<file path="src/rtl/hazard_unit.sv">
`default_nettype none
// ---------------------------------------------------------------------------
// hazard_unit : register scoreboard, MDU occupancy and stall control for ID
// Revision    : 1.0
// ---------------------------------------------------------------------------
module hazard_unit #(
  parameter int MDU_LATENCY = 4,
  parameter int WORD_WIDTH  = 32
) (
  input  logic                  clk,
  input  logic                  rst,
  input  logic                  id_valid_i,
  input  logic [4:0]            rs1_addr_i,
  input  logic [4:0]            rs2_addr_i,
  input  logic                  rs1_used_i,
  input  logic                  rs2_used_i,
  input  logic [4:0]            rd_addr_i,
  input  logic                  rd_wen_i,
  input  logic                  mdu_op_i,
  input  logic                  flush_i,
  input  logic                  wb_wen_i,
  input  logic [4:0]            wb_waddr_i,
  output logic                  stall_o,
  output logic                  no_op_flag_o,
  output logic                  issue_o,
  output logic                  mdu_busy_o,
  output logic [31:0]           pending_o,
  output logic [WORD_WIDTH-1:0] stall_cnt_o
);

  localparam logic [3:0]            MDU_LOAD = 4'(MDU_LATENCY);
  localparam logic [WORD_WIDTH-1:0] CNT_ONE  = WORD_WIDTH'(1);

  logic [31:0]           pending_q, pending_d;
  logic [3:0]            mdu_cnt_q, mdu_cnt_d;
  logic [WORD_WIDTH-1:0] stall_cnt_q, stall_cnt_d;

  logic hazard_raw, hazard_waw, hazard_mdu, id_live;

  // Hazards look only at the registered scoreboard; a WB clear becomes
  // visible one cycle later, matching the register-bank write timing.
  assign hazard_raw = (rs1_used_i & pending_q[rs1_addr_i]) |
                      (rs2_used_i & pending_q[rs2_addr_i]);
  assign hazard_waw = rd_wen_i & pending_q[rd_addr_i];
  assign hazard_mdu = mdu_op_i & mdu_busy_o;
  assign id_live    = id_valid_i & ~flush_i;

  assign mdu_busy_o   = (mdu_cnt_q != 4'd0);
  assign stall_o      = id_live & (hazard_raw | hazard_waw | hazard_mdu);
  assign issue_o      = id_live & ~stall_o;
  assign no_op_flag_o = ~issue_o;
  assign pending_o    = pending_q;
  assign stall_cnt_o  = stall_cnt_q;

  always_comb begin
    pending_d = pending_q;
    if (wb_wen_i && (wb_waddr_i != 5'd0)) begin
      pending_d[wb_waddr_i] = 1'b0;
    end
    // Applied after the clear so a new writer of the same register wins.
    if (issue_o && rd_wen_i && (rd_addr_i != 5'd0)) begin
      pending_d[rd_addr_i] = 1'b1;
    end
    pending_d[0] = 1'b0;

    mdu_cnt_d = mdu_cnt_q;
    if (issue_o && mdu_op_i) begin
      mdu_cnt_d = MDU_LOAD;
    end else if (mdu_cnt_q != 4'd0) begin
      mdu_cnt_d = mdu_cnt_q - 4'd1;
    end

    stall_cnt_d = stall_cnt_q;
    if (stall_o && (stall_cnt_q != {WORD_WIDTH{1'b1}})) begin
      stall_cnt_d = stall_cnt_q + CNT_ONE;
    end
  end

  always_ff @(posedge clk) begin
    if (rst) begin
      pending_q   <= 32'd0;
      mdu_cnt_q   <= 4'd0;
      stall_cnt_q <= '0;
    end else begin
      pending_q   <= pending_d;
      mdu_cnt_q   <= mdu_cnt_d;
      stall_cnt_q <= stall_cnt_d;
    end
  end

endmodule
`default_nettype wire

</file>
<file path="config.mk">
export PLATFORM = sky130hd
export DESIGN_NAME = hazard_unit
export DESIGN_NICKNAME = d
export VERILOG_FILES = /design/src/rtl/hazard_unit.sv
export SDC_FILE = /design/constraint.sdc
export NUM_CORES = 1
export LEC_CHECK = 0
export CAP_MARGIN = 10
export CORE_ASPECT_RATIO = 1.5
export CORE_MARGIN = 3
export CORE_UTILIZATION = 46
export DETAILED_ROUTE_END_ITERATION = 8
export PLACE_DENSITY = 0.73
export SYNTH_ARGS = -nofsm -noshare
export SYNTH_HDL_FRONTEND = slang
export SYNTH_SLANG_ARGS = --single-unit
</file>
<file path="constraint.sdc">
create_clock -name clk -period 2.35 [get_ports clk]
set_input_delay 0.235 -clock clk [delete_from_list [all_inputs] [get_ports clk]]
set_output_delay 0.235 -clock clk [all_outputs]
set_load 0.005 [all_outputs]
</file>
# Yosys cells after proc, flatten, opt, wreduce, memory -nomap -nowiden

Index checks and enable logic that the tools add are counted.

Bits in registers: 68
Input bits: 29
Output and inout port bits: 68

Add/sub/neg operators: 2
Magnitude comparators: 6
Equal/unequal tests: 1
Muxes and demuxes: 14
Bitwise gates (word level): 16
Reduce and logical (&&, ||, !) cells: 12

Operators by type and width:

| cell                                                               | number |
|---|---|
| two-way mux 32 bit                                                 | 2 |
| adder 32 x 1 -> 32 bit (second input constant)                     | 1 |
| AND 32 bit                                                         | 1 |
| != test 32 bit (second input constant)                             | 1 |
| NOT 32 bit                                                         | 1 |
| bitwise OR 32 bit                                                  | 1 |
| less-than comparator 5 x 6 -> 1 bit (second input constant)        | 4 |
| binary-select mux 1 bit (select 5 bit)                             | 3 |
| demux 1 bit (select 5 bit)                                         | 2 |
| greater-or-equal comparator 5 x 1 -> 1 bit (second input constant) | 2 |
| nonzero test 5 bit                                                 | 2 |
| AND 1 bit                                                          | 7 |
| logical AND 1 bit                                                  | 7 |
| two-way mux 3 bit                                                  | 2 |
| two-way mux 1 bit                                                  | 5 |
| nonzero test 4 bit                                                 | 1 |
| subtractor 4 x 1 -> 4 bit (second input constant)                  | 1 |
| NOT 1 bit                                                          | 3 |
| bitwise OR 1 bit                                                   | 3 |
| nonzero test 2 bit                                                 | 1 |
| OR reduction 2 bit                                                 | 1 |

# Longest topological paths before layout

Gate-level depths: netlist of run 1.

Depth after elaboration: 12
Mapped depth: 11
Gate-level depth less buffers: 9

# Worst setup path before layout of run 1

No wires, ideal clock.

Path kind: input port to flip-flop
Start: input rs1_addr_i[1]
End: register stall_cnt_q[5], in the netlist stall_cnt_o[5]
Library setup time: 0.121 ns
Data arrival time: 2.415 ns
Data required time: 2.229 ns
Slack: -0.185 ns
Cell stages on the path: 9
Cell sequence: buf_4 -> mux4_2 -> o221ai_1 -> o221ai_1 -> a2111o_1 -> nor2_4 -> buf_4 -> nor4_1 -> mux2_2

Word-level cells in the longest chain between the ends: 8

RTL lines:

| element                                 | RTL line | source |
|---|---|---|
| from (decl)                             | 13       | `input logic [4:0] rs1_addr_i,` |
| binary-select mux 1 bit (select 5 bit)  | 42       | `assign hazard_raw = (rs1_used_i & pending_q[rs1_addr_i]) \|` |
| two-way mux 1 bit (implied by the code) | 42       |  |
| AND 1 bit                               | 42       |  |
| bitwise OR 1 bit                        | 42       |  |
| bitwise OR 1 bit (2 in a row)           | 49       | `assign stall_o = id_live & (hazard_raw \| hazard_waw \| hazard_mdu);` |
| AND 1 bit                               | 49       |  |
| logical AND 1 bit                       | 74       | `if (stall_o && (stall_cnt_q != {WORD_WIDTH{1'b1}})) begin` |
| to (signal assigned)                    | 87       | `stall_cnt_q <= stall_cnt_d;` |
| to (decl)                               | 36       | `logic [WORD_WIDTH-1:0] stall_cnt_q, stall_cnt_d;` |

No other way between the ends. The select of a mux whose other input is x is not followed.
A chain may end at the register's enable or synchronous reset.

# Final worst setup path of run 1

Start: register pending_q[27], in the netlist pending_o[27]
End: register stall_cnt_q[0], in the netlist stall_cnt_o[0]

Word-level cells in the longest chain between the ends: 8
Elaborated cells between the ends (all ways): 14

RTL lines:

| element                                                   | RTL line | source |
|---|---|---|
| from (decl)                                               | 34       | `logic [31:0] pending_q, pending_d;` |
| from (signal assigned)                                    | 85       | `pending_q <= pending_d;` |
| binary-select mux 1 bit (select 5 bit) (on tied branches) | 42, 43   |  |
| two-way mux 1 bit (on tied branches)                      | 42, 43   |  |
| AND 1 bit (on tied branches)                              | 42, 43   |  |
| bitwise OR 1 bit                                          | 42       |  |
| bitwise OR 1 bit (*) (2 in a row)                         | 49       |  |
| AND 1 bit (*)                                             | 49       |  |
| logical AND 1 bit (*)                                     | 74       |  |

Every way passes the cells marked *; elsewhere a longest branch is shown, timed or not. The select of a mux whose other input is x is not followed.

==> results.yml, run 1 <==
synthesis:
  ys_warn_count: 0
  synth_area_per_cell_um2: 8.89
  synth_flop_cell: "dfxtp_1"
  synth_async_sr_flop_share_pct: 0
  syn_inst: 473
  ys_types: 50
  synth_edf_count: 0
  synth_seq_cells: 67
  syn-cell-area_mm2: 0.00421
  ys_seq_area_share_pct: 31.9
  synthesis.nets: 504
finish:
  n_antenna_cell: 0
  final_nets: 706
  area_growth_syn_to_layout_pct: 64.4
  layout-drive-gt1-share_pct: 39.6
routing:
  num_vias: 4954
  vias_per_cell: 6.27
  drt-initial-drc-count: 391
  first_pass_iters: 5
  drc_errors: 0
  ant_nets: 0
  routed_wl_mm: 16.5
  wl_per_cell_um: 20.9
clock_network:
  cts_hold_buf: 0
  clk_pin_slew_worst_paths_ps: 50
  insertion_delay_ps: 330
  cts_root_buffer: "clkbuf_16"
  cts-buffers-inserted: 9
  cts_max_level: 3
  cts_tree: "built"
  clock_sinks: 67
  clock_path_buffers: 2
placement:
  io_buffers: 95
  place_congestion: 1.02
  post-dp-hpwl_mm: 10.3
worst_setup_path:
  critPathMostFrequentCell: "buf_6"
  crit_chain: "mux4_2, mux2i_1, o221ai_1, a2111o_1, buf_6, buf_6, nor2_4, clkbuf_16, nor3_4, mux2_4"
  crit_path_end_kind: "flop"
  startpoint_type: "flop"
  crit_slowest_cell: "mux4_2"
  startpoint: "pending_o[27]"
  critPathKind: "reg2reg"
  critical_path_required_ps: 2570
  cp_max_fo: 7
  critPathTopFamily: "multiplexers"
  cp.arrival_ps: 3040
  slowest_delay_ps: 520
  r2r_start: "pending_o[27]"
  crit_buf_inv: 3
hold_path:
  hold_start: "rst"
  holdCritPathClass: "in2reg"
run:
  drv_cap: 0
floorplan:
  core_area_mm2: 0.00888
  io-pin-count: 97
  dieWidth_um: 84.1
  die-area_mm2: 0.0104
  die_y_um: 123
  initial_core_util_pct: 47.4
  num_rows: 42
sta:
  fin_crit_sh_pct: 120
  finClkSkew_ps: 9.71
  tns_ps: -25560
  fmax_mhz: 354
  hold-worst-slack_ps: 475
  finalHoldViolCount: 0
  layout_min_cycle_time_ps: 2820
  tightest_slew_ps: 722
  slew_viol_final: 0
  slew_headroom_pct: 51.8
  rsz0062_at_grt: "true"
  worst_slack_ps: -474
  finalSetupViolations: 69
run_status:
  status: "finished with violations"
  violations: "setup timing"
global_routing:
  grt_pass1_wl_mm: 24.0
  grt-ovfl-total: 0
  antenna_found_initial: 0
  grt_max_degree: 40
  track_usage_pct: 29.0
  grt_pass1_vias: 4847
power_and_ir_drop:
  vdd_drop_max_v: 0.000480
  p_per_area_mw_per_mm2: 525
  p_leak_nw: 2.63
-- metal layers --
metal	up-vias	wire, um	GRT usage, %
met5	-	0	0
li1	2168	-	-
met3	105	1130	5.07
met4	0	1210	16.9
met1	2369	5780	31.8
met2	312	8410	52.2
-- worst paths after layout --
path / slack (ps) / endpoint / cells after the start
max: -470 / stall_cnt_o[0] / 10
min: 480 / stall_cnt_o[24] / 2
max reg2reg: -470 / stall_cnt_o[0] / 10
min reg2reg: 500 / stall_cnt_o[20] / 2
-- area by class of cell --
type	count	area, um^2
Clock inverter	1	30.0
Clock buffer	15	278
Inverter	12	45.0
Tap cell	110	138
Timing Repair Buffer	217	2020
Fill cell	554	1960
Sequential cell	67	1380
Multi-Input combinational cell	368	3030
-- kinds of logic (layout without fill, tap and decap cells) --
logic type	Yosys count	count (layout)	synth area share (%)
AO/OA/AOI/OAI	92	92	13.1
XOR/XNOR	1	1	0.208
adder cells (fa/ha/maj)	2	2	0.595
buffers and inverters	38	245	4.34
flip-flops	67	67	31.9
multiplexers	55	55	20.1
other	1	1	0.0891
AND/OR/NAND/NOR	217	217	29.7
-- synth_stat cells, types with 3 or more instances --
cell type,n,area share [%]
mux2i_1,13,3.1
and2_1,3,0.45
dfxtp_1,67,32
nand3b_1,21,3.7
clkbuf_1,12,1.1
nor2b_1,36,5.4
and4_1,3,0.62
buf_2,5,0.59
nor4b_1,3,0.62
nor2_1,28,2.5
nand2_1,39,3.5
buf_4,5,0.89
o21ai_0,50,5.9
nor3b_1,6,1.1
mux2_2,21,5.6
or3_1,5,0.74
nor4_1,9,1.3
and3_1,4,0.59
a21oi_1,18,2.1
or4_1,13,2.3
mux4_2,19,10
inv_1,12,1.1
nor3_1,8,0.95
nand3_1,20,2.4
nand2b_1,5,0.74
nand4_1,7,1.0
o31ai_1,11,2.0
-- power breakdown --
part | switching [mW] | internal (mW)
registers | 0.0290 | 1.17
logic | 0.514 | 0.538
clock network | 0.473 | 0.909
-- through the flow --
step | setup slack (ps) | instances | power [mW] | utilization (%) | cell area, um^2
2_1_floorplan | -89.9 | 473 | 1.64 | - | 4250
3_3_place_gp | -928 | 757 | 1.96 | 67.8 | 6020
3_5_place_dp | -956 | 757 | 1.98 | 67.8 | 6020
4_1_cts | -332 | 782 | 3.53 | 75.0 | 6660
5_1_grt | -539 | 790 | 3.76 | 77.9 | 6920
6_report | -474 | 790 | 3.63 | 77.9 | 6920
-- cell usage in the layout, fill, tap and decap left out, types with 16 or more instances in the layout --
cell             instances
buf_6                   23
nor2b_1                 35
buf_4                   93
mux2_2                  19
dfxtp_2                 20
clkdlybuf4s50_1         83
o21ai_0                 16
mux4_2                  19
o21ai_2                 25
nand3_1                 18
nand2_1                 39
nor2_1                  28
dfxtp_1                 44
nand3b_1                21
-- timing repair --
item                       CTS  global route
pin swaps                   16            20
setup buffers                9             8
setup endpoints to repair   69            69
resized for setup          112            50
hold endpoints to repair     0             0
cloned                       1             1
-- registers in the layout (all words and copies together) (netlist names) --
| register | flops |
|---|---|
| mdu_cnt_q | 4 |
| pending_o | 31 |
| stall_cnt_o | 32 |
-- worst register-to-register path: stages (launching register included) --
cell	delay, ps
dfxtp_1	380
mux4_2	520
mux2i_1	190
o221ai_1	160
a2111o_1	470
buf_6	170
buf_6	130
nor2_4	160
clkbuf_16	190
nor3_4	50
mux2_4	310
Power figures use the tool's default switching activity.
==> inputs of run 2 (changes only) <==
--- a/config.mk
+++ b/config.mk
@@ -7,10 +7,11 @@
 export LEC_CHECK = 0
 export CAP_MARGIN = 10
 export CORE_ASPECT_RATIO = 1.5
-export CORE_MARGIN = 3
+export CORE_MARGIN = 8
 export CORE_UTILIZATION = 46
 export DETAILED_ROUTE_END_ITERATION = 8
 export PLACE_DENSITY = 0.73
 export SYNTH_ARGS = -nofsm -noshare
 export SYNTH_HDL_FRONTEND = slang
 export SYNTH_SLANG_ARGS = --single-unit
+export TNS_END_PERCENT = 30
==> run 2 against run 1 <==
Compared with the run above:
- critical path type unchanged
- final cell count fell by 0.51%
- critical endpoint is now stall_cnt_o[8]
- worst hold slack got worse by 83 ps
- the run still ends with setup timing left
- first-iteration DRC count fell by 19%
- fmax fell by 0.92%
- flip-flop and latch count did not move
- via count fell by 3.7%
- total power rose by 1.1%
- routed wire length fell by 2.4%
==> results.yml, run 2 (synthesis gave the netlist of run 1 again) <==
run_status:
  status: "finished with violations"
  violations: "setup timing"
global_routing:
  track_usage_pct: 25.0
  grt_pass1_wl_mm: 24.7
  grt-ovfl-total: 0
  grt_pass1_vias: 4775
  grt_max_degree: 51
  antenna_found_initial: 0
hold_path:
  holdCritPathClass: "in2reg"
floorplan:
  num_rows: 43
  io-pin-count: 97
  die_y_um: 133
  core_area_mm2: 0.00909
  dieWidth_um: 94.1
  die-area_mm2: 0.0125
  initial_core_util_pct: 46.3
routing:
  vias_per_cell: 6.07
  routed_wl_mm: 16.1
  drt-initial-drc-count: 318
  ant_nets: 0
  first_pass_iters: 4
  drc_errors: 0
  num_vias: 4771
  wl_per_cell_um: 20.5
worst_setup_path:
  cp.arrival_ps: 3100
  critPathMostFrequentCell: "buf_6"
  critPathTopFamily: "buffers and inverters"
  critical_path_required_ps: 2600
  startpoint_type: "flop"
  slowest_delay_ps: 480
  crit_chain: "buf_6, mux4_2, mux2i_4, nor3_2, a2111o_1, buf_6, buf_6, buf_6, nor2_4, buf_12, buf_12, buf_16, o21ai_1, a21oi_2"
  crit_buf_inv: 7
  crit_slowest_cell: "mux4_2"
  critPathKind: "reg2reg"
  crit_path_end_kind: "flop"
  cp_max_fo: 8
placement:
  place_congestion: 0.970
  placed_area_mm2: 0.00599
  post-dp-hpwl_mm: 10.9
  io_buffers: 95
finish:
  n_fill_cell: 645
  fin_util_pct: 75.3
  largest_reg_flops: 32
  final_cell_mix: "buf_4 (87), clkdlybuf4s50_1 (83), dfxtp_1 (46)"
  area_growth_syn_to_layout_pct: 62.7
  final_nets: 702
  layout-drive-gt1-share_pct: 38.4
  mostFrequentLayoutCell: "buf_4"
  n_antenna_cell: 0
  fin_area_mm2: 0.00684
clock_network:
  cts_root_buffer: "clkbuf_16"
  insertion_delay_ps: 330
  clock_sinks: 67
  cts-buffers-inserted: 9
  clock_path_buffers: 2
  cts_tree: "built"
  clk_pin_slew_worst_paths_ps: 50
  cts_max_level: 3
sta:
  tightest_slew_ps: 616
  finalHoldViolCount: 0
  hold-worst-slack_ps: 392
  rsz0062_at_grt: "true"
  layout_min_cycle_time_ps: 2850
  finalSetupViolations: 69
  slew_viol_final: 0
  worst_slack_ps: -500
  fmax_mhz: 351
  finClkSkew_ps: 6.21
  slew_headroom_pct: 58.6
  fin_crit_sh_pct: 121
power_and_ir_drop:
  p_leak_nw: 2.55
  vdd_drop_max_v: 0.000540
  p_per_area_mw_per_mm2: 536
run:
  drv_cap: 0
-- run 2: changes by cell type in the layout (fill, tap and decap cells not counted), moves of 4 or more --
cell,before,now
o21ai_2,25,17
o21ai_1,8,15
buf_6,23,19
buf_4,93,87
-- run 2: report_power, final --
group	switching (mW)	internal (mW)
registers	0.0228	1.17
logic	0.571	0.681
clock network	0.475	0.753
total	1.07	2.60
-- run 2: final cells by class --
cell class                 count  area [um^2]  area share (%)
multi-input combinational    368         2970            43.4
timing repair buffer         213         2040            29.9
sequential                    67         1380            20.1
clock buffer                  11          253            3.69
tap                          112          140            2.05
inverter                      12         45.0           0.658
clock inverter                 3         15.0           0.219
-- run 2: final timing paths --
check / depth (start not counted) / endpoint / from / slack [ps]
min reg2reg: 2 / stall_cnt_o[20] / stall_cnt_o[20] / 500
max: 14 / stall_cnt_o[8] / pending_o[8] / -500
max reg2reg: 14 / stall_cnt_o[8] / pending_o[8] / -500
min: 2 / mdu_cnt_q[2] / rst / 390
-- run 2: metrics by stage --
step | setup slack [ps] | std cells | TNS (ps) | total power, mW
2_1_floorplan | -92.8 | 473 | -2720 | 1.64
3_3_place_gp | -952 | 754 | -53260 | 1.99
3_5_place_dp | -976 | 754 | -56640 | 2.03
4_1_cts | -440 | 786 | -19130 | 3.68
5_1_grt | -527 | 786 | -27620 | 3.80
6_report | -500 | 786 | -22920 | 3.67
-- run 2: repair_timing --
action                                  CTS  global route
gates cloned                              4             0
buffers inserted                         14             2
hold buffers                              0             0
endpoints found under the setup margin   69            69
resized for setup                       115            49
pin swaps                                44            15
-- run 2: worst register-to-register path, cell delays in order, from the launching register on --
cell	delay (ps)
dfxtp_4	360
buf_6	110
mux4_2	480
mux2i_4	200
nor3_2	50
a2111o_1	420
buf_6	150
buf_6	110
buf_6	110
nor2_4	120
buf_12	140
buf_12	120
buf_16	130
o21ai_1	100
a21oi_2	170
-- run 2: layer usage --
metal	GRT usage (%)	part of all wire, %	up-vias	wire, um
met4	12.5	4.8	0	770
met3	6.08	7.3	62	1170
li1	-	-	2170	-
met5	0	0	-	0
met1	26.7	36	2285	5810
met2	44.0	52	254	8400
